### src/rtl/branch_pkg.sv
// Shared branch-unit definitions: branch type encodings and 2-bit history counter constants.
package branch_pkg;

  typedef enum logic [2:0] {
    BR_NONE = 3'b000,
    BR_BEQ  = 3'b001,
    BR_BNE  = 3'b010,
    BR_BLEZ = 3'b011,
    BR_BGTZ = 3'b100,
    BR_BLTZ = 3'b101,
    BR_BGEZ = 3'b110,
    BR_RSVD = 3'b111
  } br_type_e;

  localparam logic [1:0] CTR_SNT = 2'b00;
  localparam logic [1:0] CTR_WNT = 2'b01;
  localparam logic [1:0] CTR_WT  = 2'b10;
  localparam logic [1:0] CTR_ST  = 2'b11;
  localparam logic [1:0] CTR_RST = CTR_WNT;

endpackage

### src/rtl/sat_ctr2.sv
// Saturating 2-bit up/down counter step used at the history table write port.
module sat_ctr2
  import branch_pkg::*;
(
  input  logic [1:0] cur,
  input  logic       taken,
  output logic [1:0] next
);

  always_comb begin
    next = cur;
    if (taken) begin
      if (cur != CTR_ST) next = cur + 2'd1;
    end else begin
      if (cur != CTR_SNT) next = cur - 2'd1;
    end
  end

endmodule

### src/rtl/branch_unit.sv
// Branch resolve unit with a 2-bit bimodal history table and optional statistics.
// Optional counters enabled by defining BRANCH_STATS_EN; otherwise stat ports read 0.
module branch_unit
  import branch_pkg::*;
#(
  parameter int DATA_W    = 32,
  parameter int PC_W      = 32,
  parameter int BHT_DEPTH = 16
) (
  input  logic              clock,
  input  logic              reset,
  input  logic [PC_W-1:0]   id_pc,
  output logic              pred_taken,
  input  logic              ex_valid,
  input  logic [2:0]        ex_br_type,
  input  logic [PC_W-1:0]   ex_pc,
  input  logic [DATA_W-1:0] ex_rs,
  input  logic [DATA_W-1:0] ex_rt,
  input  logic              ex_pred,
  output logic              res_valid,
  output logic              res_taken,
  output logic              res_mispredict,
  output logic [31:0]       stat_branches,
  output logic [31:0]       stat_mispredicts
);

  localparam int IDX_W = $clog2(BHT_DEPTH);

  logic [1:0]       bht_q [BHT_DEPTH];
  logic [IDX_W-1:0] look_idx;
  logic [IDX_W-1:0] upd_idx;
  logic [1:0]       ctr_next;
  logic             is_br;
  logic             cond;
  logic             mispred;
  logic             rs_neg;
  logic             rs_zero;
  logic             res_valid_q, res_taken_q, res_mp_q;
  logic             unused_pc_bits;

  assign look_idx = id_pc[IDX_W+1:2];
  assign upd_idx  = ex_pc[IDX_W+1:2];
  assign unused_pc_bits = ^{id_pc[1:0], ex_pc[1:0]};

  // Read-before-write: lookup sees the registered entry, the update lands on the edge.
  assign pred_taken = bht_q[look_idx][1];

  assign rs_neg  = ex_rs[DATA_W-1];
  assign rs_zero = (ex_rs == '0);

  always_comb begin
    cond  = 1'b0;
    is_br = ex_valid;
    case (br_type_e'(ex_br_type))
      BR_BEQ:  cond = (ex_rs == ex_rt);
      BR_BNE:  cond = (ex_rs != ex_rt);
      BR_BLEZ: cond = rs_neg | rs_zero;
      BR_BGTZ: cond = ~rs_neg & ~rs_zero;
      BR_BLTZ: cond = rs_neg;
      BR_BGEZ: cond = ~rs_neg;
      default: is_br = 1'b0;
    endcase
  end

  assign mispred = is_br & (cond != ex_pred);

  sat_ctr2 u_sat_ctr2 (
    .cur   (bht_q[upd_idx]),
    .taken (cond),
    .next  (ctr_next)
  );

  always_ff @(posedge clock or posedge reset) begin
    if (reset) begin
      for (int unsigned i = 0; i < BHT_DEPTH; i++) bht_q[i] <= CTR_RST;
      res_valid_q <= 1'b0;
      res_taken_q <= 1'b0;
      res_mp_q    <= 1'b0;
    end else begin
      res_valid_q <= is_br;
      res_taken_q <= is_br & cond;
      res_mp_q    <= mispred;
      if (is_br) bht_q[upd_idx] <= ctr_next;
    end
  end

  assign res_valid      = res_valid_q;
  assign res_taken      = res_taken_q;
  assign res_mispredict = res_mp_q;

`ifdef BRANCH_STATS_EN
  logic [31:0] stat_br_q, stat_mp_q;

  always_ff @(posedge clock or posedge reset) begin
    if (reset) begin
      stat_br_q <= '0;
      stat_mp_q <= '0;
    end else if (is_br) begin
      if (stat_br_q != '1) stat_br_q <= stat_br_q + 32'd1;
      if (mispred && stat_mp_q != '1) stat_mp_q <= stat_mp_q + 32'd1;
    end
  end

  assign stat_branches    = stat_br_q;
  assign stat_mispredicts = stat_mp_q;
`else
  assign stat_branches    = '0;
  assign stat_mispredicts = '0;
`endif

endmodule

### config.mk
export PLATFORM = sky130hd
export DESIGN_NAME = branch_unit
export DESIGN_NICKNAME = d
export VERILOG_FILES = /design/src/rtl/branch_pkg.sv /design/src/rtl/sat_ctr2.sv /design/src/rtl/branch_unit.sv
export SDC_FILE = /design/constraint.sdc
export NUM_CORES = 1
export LEC_CHECK = 0
export ABC_AREA = 1
export CAP_MARGIN = 0
export CORE_MARGIN = 8
export CORE_UTILIZATION = 25
export CTS_BUF_LIST = sky130_fd_sc_hd__clkbuf_8
export DETAILED_ROUTE_END_ITERATION = 10
export DONT_BUFFER_PORTS = 1
export PLACE_DENSITY = 0.44
export SYNTH_ARGS = -nofsm -noshare
export SYNTH_HDL_FRONTEND = slang
export SYNTH_SLANG_ARGS = --single-unit
export TNS_END_PERCENT = 100
### constraint.sdc
create_clock -name clock -period 1.45 [get_ports clock]
set_input_delay 0.29 -clock clock [delete_from_list [all_inputs] [get_ports clock]]
set_output_delay 0.29 -clock clock [all_outputs]
set_load 0.1 [all_outputs]
==> results.yml <==
global_route:
  grt.overflow.total: 0
  grt_usage_pct: 10.4
  grt_pass1_wl_um: 13700
  grt_pass1_vias: 2743
  grt_max_degree: 36
  antenna_found_initial: 0
floorplanning:
  core_area_mm2: 0.0121
  rows: 40
  io_pins: 203
  die_area_mm2: 0.0162
  die-height_um: 127
  die_w_um: 127
  start_util_pct: 25.6
clocking:
  clockRootBuffer: "clkbuf_8"
  cts_max_level: 2
  clkTransAtPathRegs_ns: 0.08
  cts_buffer_depth: 2
  insertion_delay_ns: 0.29
  cts_buffers: 5
  cts_tree: "yes"
  clock_sinks: 35
timing:
  timing.final.crit_period_ns: 1.79
  fin_ws_ns: -0.337
  fin_crit_sh_pct: 123
  drv_slew: 0
  final-hold-violation-count: 12
  hold_ws_ns: -0.0150
  max_freq_mhz: 559
  fin_tns_setup_ns: -5.08
  fin_skew_ns: 0.00845
  rsz0062_at_grt: "yes"
  setup_viol_count_final: 33
run_status:
  violations: "negative hold slack, negative setup slack"
  outcome: "complete, but fails checks"
synthesis:
  yosysSeqAreaShare_pct: 29.0
  synth_ff_type: "dfrtp_1"
  synthArstFlopShare_pct: 100
  synth_seq_cells: 35
  synth_edf_count: 0
  netlist_area_mm2: 0.00309
  netlist.area_leader.share_pct: 21.6
  syn_avg_cell_area_um2: 6.47
  syn_inst: 478
  synth.largest_area_cell: "nand2_1"
  yosysWarnings: 0
  ys_top_cells_by_area: "nand2_1, buf_4, dfrtp_1"
  synth_cell_types: 25
final_layout:
  antenna_cells: 0
  fin_area_mm2: 0.00364
  nFillCells: 1328
  multiInputGateArea_mm2: 0.00189
  fin_nets: 651
  layout.cells.most_common_list: "nand2_1, conb_1, nor2_1"
  layout_commonest_cell: "nand2_1"
  regArea_um2: 896
  drive_above_1_share_pct: 22.4
  area_growth_pct: 17.6
detailed_routing:
  via_count: 2752
  route.detailed.drc: 0
  firstDrtPassIters: 4
  wl_per_cell_um: 12.8
  antenna_left: 0
  viasPerCell: 4.02
  routed_wl_um: 8750
  drt_iter0_drc: 123
critical_path:
  crit_arrival_ns: 1.50
  crit_fanout: 2
  critPathTopFamily: "flip-flops"
  r2r_cells: 9
  cp-start-kind: "flop"
  slowest_delay_ns: 0.39
  crit_required_ns: 1.16
  crit_path_top_delay_cell: "dfrtp_1"
  critPathKind: "flop to primary output"
  worst-path-buf-inv: 2
  crit_cells: 6
  end_kind: "primary output"
  cp_cell_sequence: "buf_4 > o211ai_1 > nand3_1 > nand3_2 > o21ai_4 > buf_12"
placed_design:
  dpl_cell_area_mm2: 0.00334
  dp_hpwl_um: 6850
  gp_congestion: 0.804
  port_buffers: 0
  pre_cts_ws_ns: -0.271
hold_path:
  hp-class: "input port to asynchronous set/reset pin"
pwr:
  leakage_uw: 0.00183
  ir_worst_vdd_mv: 0.413
  power_density_mw_per_mm2: 1020
run:
  cap_violations: 0
-- per-layer routing --
layer  track usage (%)  vias up  wire length (um)
met4              2.52        0                61
met3              3.29        8               794
met1              12.3     1245              3830
met5                 0        -                 0
li1                  -     1409                 -
met2              17.8       90              4070
-- synth_stat cells (2+ instances only) --
cell type / n
a21oi_1: 6
a22oi_1: 8
buf_4: 64
buf_6: 2
clkbuf_1: 2
dfrtp_1: 19
dfstp_2: 16
inv_1: 48
inv_2: 6
nand2_1: 178
nand2_2: 3
nand3_1: 11
nand4_1: 5
nor2_1: 49
nor2_2: 2
nor2_4: 2
o211ai_1: 4
o21ai_0: 12
o21ai_1: 10
xnor2_1: 26
-- per-stage QoR --
| step | utilization (%) | hold slack [ns] | total power [uW] | cells |
|---|---|---|---|---|
| final | 30.1 | -0.0150 | 3710 | 685 |
| after global routing | 30.1 | 0.0286 | 3910 | 685 |
| after detailed placement | 27.7 | 0.324 | 2770 | 672 |
| after CTS | 29.3 | 0.00589 | 3650 | 683 |
| after floorplan | - | 0.432 | 2670 | 541 |
| after global placement | 27.7 | 0.322 | 2760 | 672 |
-- power breakdown --
group          switching, uW  leakage (uW)  internal [uW]
Sequential              94.5      0.000428           1190
Combinational           1240       0.00135            391
Clock                    365     0.0000557            427
-- cell families (layout without fill, tap and decap cells) --
group                     after synthesis  after routing  share of synthesized area (%)
buffers and inverters                 123             98                           23.2
DFF                                    35             35                           29.0
xor gates and xnor gates               26             26                           7.37
and+or+nand+nor                       252            253                           32.6
other                                   1             64                          0.121
AOI/OAI and AO/OA                      41             41                           7.69
-- state kept, by name, indices dropped and copies added (netlist names) --
| name | flops |
|---|---|
| bht_q | 32 |
| res_mispredict | 1 |
| res_taken | 1 |
| res_valid | 1 |
-- final timing paths --
kind / slack, ns / end / startpoint
min in group clock: 0.19 / res_mispredict$_DFF_PP0_ / ex_pred
worst max register to register: -0.16 / bht_q[24]$_DFFE_PP1P_ / bht_q[29]$_DFFE_PP0P_
max in group asynchronous: 1.11 / bht_q[10]$_DFFE_PP1P_ / reset
worst min-delay path: -0.01 / bht_q[21]$_DFFE_PP0P_ / reset
worst max-delay path: -0.34 / pred_taken / bht_q[11]$_DFFE_PP0P_
worst min register to register: 0.47 / bht_q[26]$_DFFE_PP1P_ / bht_q[26]$_DFFE_PP1P_
-- worst register-to-register path: stages, from the launching register on --
cell	delay (ns)
dfrtp_1	0.38
inv_1	0.08
o21ai_1	0.08
o21ai_1	0.14
nand4_1	0.21
buf_4	0.20
nand2_2	0.18
nand2_8	0.14
nand2_2	0.09
nand2_2	0.04
-- layout make-up --
class	count	area share [%]
inverters	54	5.57
flip-flops and latches	35	24.6
multi-input cells	384	52.0
clock buffers	7	2.65
clock inverters	1	0.103
repair buffers	36	9.22
well taps	168	5.78
-- repair_timing --
item,4_1_cts,5_1_grt
hold endpoints to repair,0,0
hold buffers,0,0
gates cloned,1,1
pin swaps,9,8
setup endpoints to repair,33,33
resized for setup,13,32
setup buffers,2,1
Note: power is estimated with default switching activity, not from simulation.
==> edit: new RTL, config.mk and constraints unchanged <==
Set the parameter `DATA_W` to 64 (it was 32).
--- a/src/rtl/branch_unit.sv
+++ b/src/rtl/branch_unit.sv
@@ -4,5 +4,5 @@
   import branch_pkg::*;
 #(
-  parameter int DATA_W    = 32,
+  parameter int DATA_W    = 64,
   parameter int PC_W      = 32,
   parameter int BHT_DEPTH = 16
Interface: changed (resized ex_rs and ex_rt); port bits go from 203 to 267. No check against the original RTL was run, so the function may have changed too.
==> edit against the original RTL <==
- the run ends with negative setup slack left
- power about the same
- sequential cell count unchanged
- die area up 26%
- area after synthesis is 30% higher
- worst setup slack lost 82 ps
- critical path depth fell by 1
- wire length up 42%
- design area rose by 26%
- critical endpoint unchanged
- largest cell class unchanged
==> edit: results (changes against the original RTL) <==
* Vias at 3,815 (+39%)
* Vias in the first global route at 3,881 (+41%)
* Synth top cells by count: nand2_1 (295), nor2_1 (140), inv_1 (123)
* Sequential area share after synthesis at 22.3% (-6.6 points)
* Final Setup Violations at 33 (unchanged)
* Final worst setup slack at -419 ps (-81.9 ps)
* DRC at 0 (unchanged)
* Worst Hold Class: primary input to asynchronous set/reset pin
* Reg with most FFs: bht_q
* Max Fanout on Critical Path at 3 (+1)
* YS warnings at 0 (unchanged)
* Routability cong. at 0.771 (-4.2%)
* Initial antenna violation count at 0 (unchanged)
* Share of post-route cells with drive strength above 1 at 14.3% (-8.2 points)
* Yosys cell types at 27 (+8.0%)
* Synth Flop Type: dfrtp_1
* Worst skew pair latency at 290 ps (about the same)
* Leak at 2.70 nW (+47%)
* Async S/R FF share, synth at 100% (unchanged)
* GRT Total Usage at 11.8% (+1.4 points)
* First-pass GRT wire length at 19.1 mm (+40%)
* Outcome: complete, but fails checks
* Layout Skew at 7.00 ps (-1.45 ps)
* Layout net count at 976 (+50%)
* Ranking of synthesized cells by area: nand2_1 (28%), nor2_1 (13%), buf_4 (12%)
* Max reg flops at 32 (unchanged)
* Maximum clock path buffer count at 2 (unchanged)
* Starting DRT DRC Count at 163 (+33%)
* Peak supply drop at 0.000340 V (-18%)
* DP HPWL at 10.4 mm (+52%)
* Fill cell count at 1,822 (+37%)
* Violated checks: negative setup slack
* H-tree levels at 2 (unchanged)
* Data arrival time of the worst path at 1580 ps (+80 ps)
* Final WL at 12.4 mm (+42%)
* First drt pass iteration count at 5 (+1)
* Antenna diode count at 0 (unchanged)
edit: cell types whose count changed in the layout (fill, tap and decap cells not counted), moves of 10 or more:
| cell | change |
|---|---|
| nand2_1 | +137 |
| nand2_2 | -15 |
| inv_1 | +78 |
| xnor2_1 | -23 |
| nor2_2 | +18 |
| xor2_1 | +10 |
| a22oi_1 | +10 |
| nor2_1 | +73 |
edit: worst max-delay path, cell delays in order, from the launching register on:
cell and delay (ps):
dfrtp_1 410, mux2i_2 210, o21ai_1 80, o211ai_1 260, o31ai_4 130, buf_12 180
edit: final timing paths:
check,start,end,slack (ps),cells past startpoint
worst min-delay path,reset,bht_q[7]$_DFFE_PP0P_,4,2
worst min register to register,bht_q[30]$_DFFE_PP1P_,bht_q[30]$_DFFE_PP1P_,470,2
max in group asynchronous,reset,bht_q[12]$_DFFE_PP1P_,1080,2
min in group clock,ex_pred,res_mispredict$_DFF_PP0_,140,2
worst max-delay path,bht_q[11]$_DFFE_PP0P_,pred_taken,-420,5
worst max register to register,bht_q[9]$_DFFE_PP0P_,bht_q[23]$_DFFE_PP0P_,-330,11
edit: repair_timing:
action / in CTS / in global routing
hold buffers: 0 / 0
setup buffers: 0 / 6
resized for setup: 6 / 28
gates cloned: 0 / 2
pin swaps: 1 / 24
setup endpoints to repair: 34 / 34
edit: metrics by stage:
stage / cells / setup WS [ps] / setup TNS, ps / cell area (um2) / total power [mW]
after floorplan: 800 / -460 / -1580 / 4320 / 2.76
after global placement: 979 / -379 / -12250 / 4320 / 2.89
after detailed placement: 979 / -404 / -12620 / 4320 / 2.88
after CTS: 987 / -434 / -6170 / 4430 / 3.64
after global routing: 994 / -501 / -14240 / 4590 / 3.93
final: 994 / -419 / -10060 / 4590 / 3.71
edit: power by group:
part | total [mW] | switching (mW) | internal, mW
registers | 1.28 | 0.0938 | 1.18
logic | 1.69 | 1.26 | 0.426
clock network | 0.746 | 0.369 | 0.377
edit: final cells by class:
cell class                 instances  share of cell area, %
tap                              216                   5.89
clock buffer                       6                   1.80
timing repair buffer              37                   7.72
inverter                         126                   10.4
multi-input combinational        572                   54.5
clock inverter                     2                  0.191
sequential                        35                   19.5
edit: cells by family (layout without fill, tap and decap cells):
kind of cell           count (synthesis)  in the layout  synth area share [%]
buffers and inverters                193            171                  24.4
AND/OR/NAND/NOR                      457            457                  43.9
AO/OA/AOI/OAI                         36             36                  5.83
other                                  1             64                0.0935
multiplexers                           5              5                  1.28
flip-flops                            35             35                  22.3
XOR/XNOR                              10             10                  2.18
edit: per-layer routing:
| layer | share of wire, % | vias to the layer above | global-route usage, % |
|---|---|---|---|
| li1 | - | 2111 | - |
| met1 | 38 | 1554 | 12.4 |
| met2 | 52 | 138 | 22.5 |
| met3 | 9.0 | 12 | 3.74 |
| met4 | 1.4 | 0 | 2.52 |
| met5 | 0 | - | 0 |
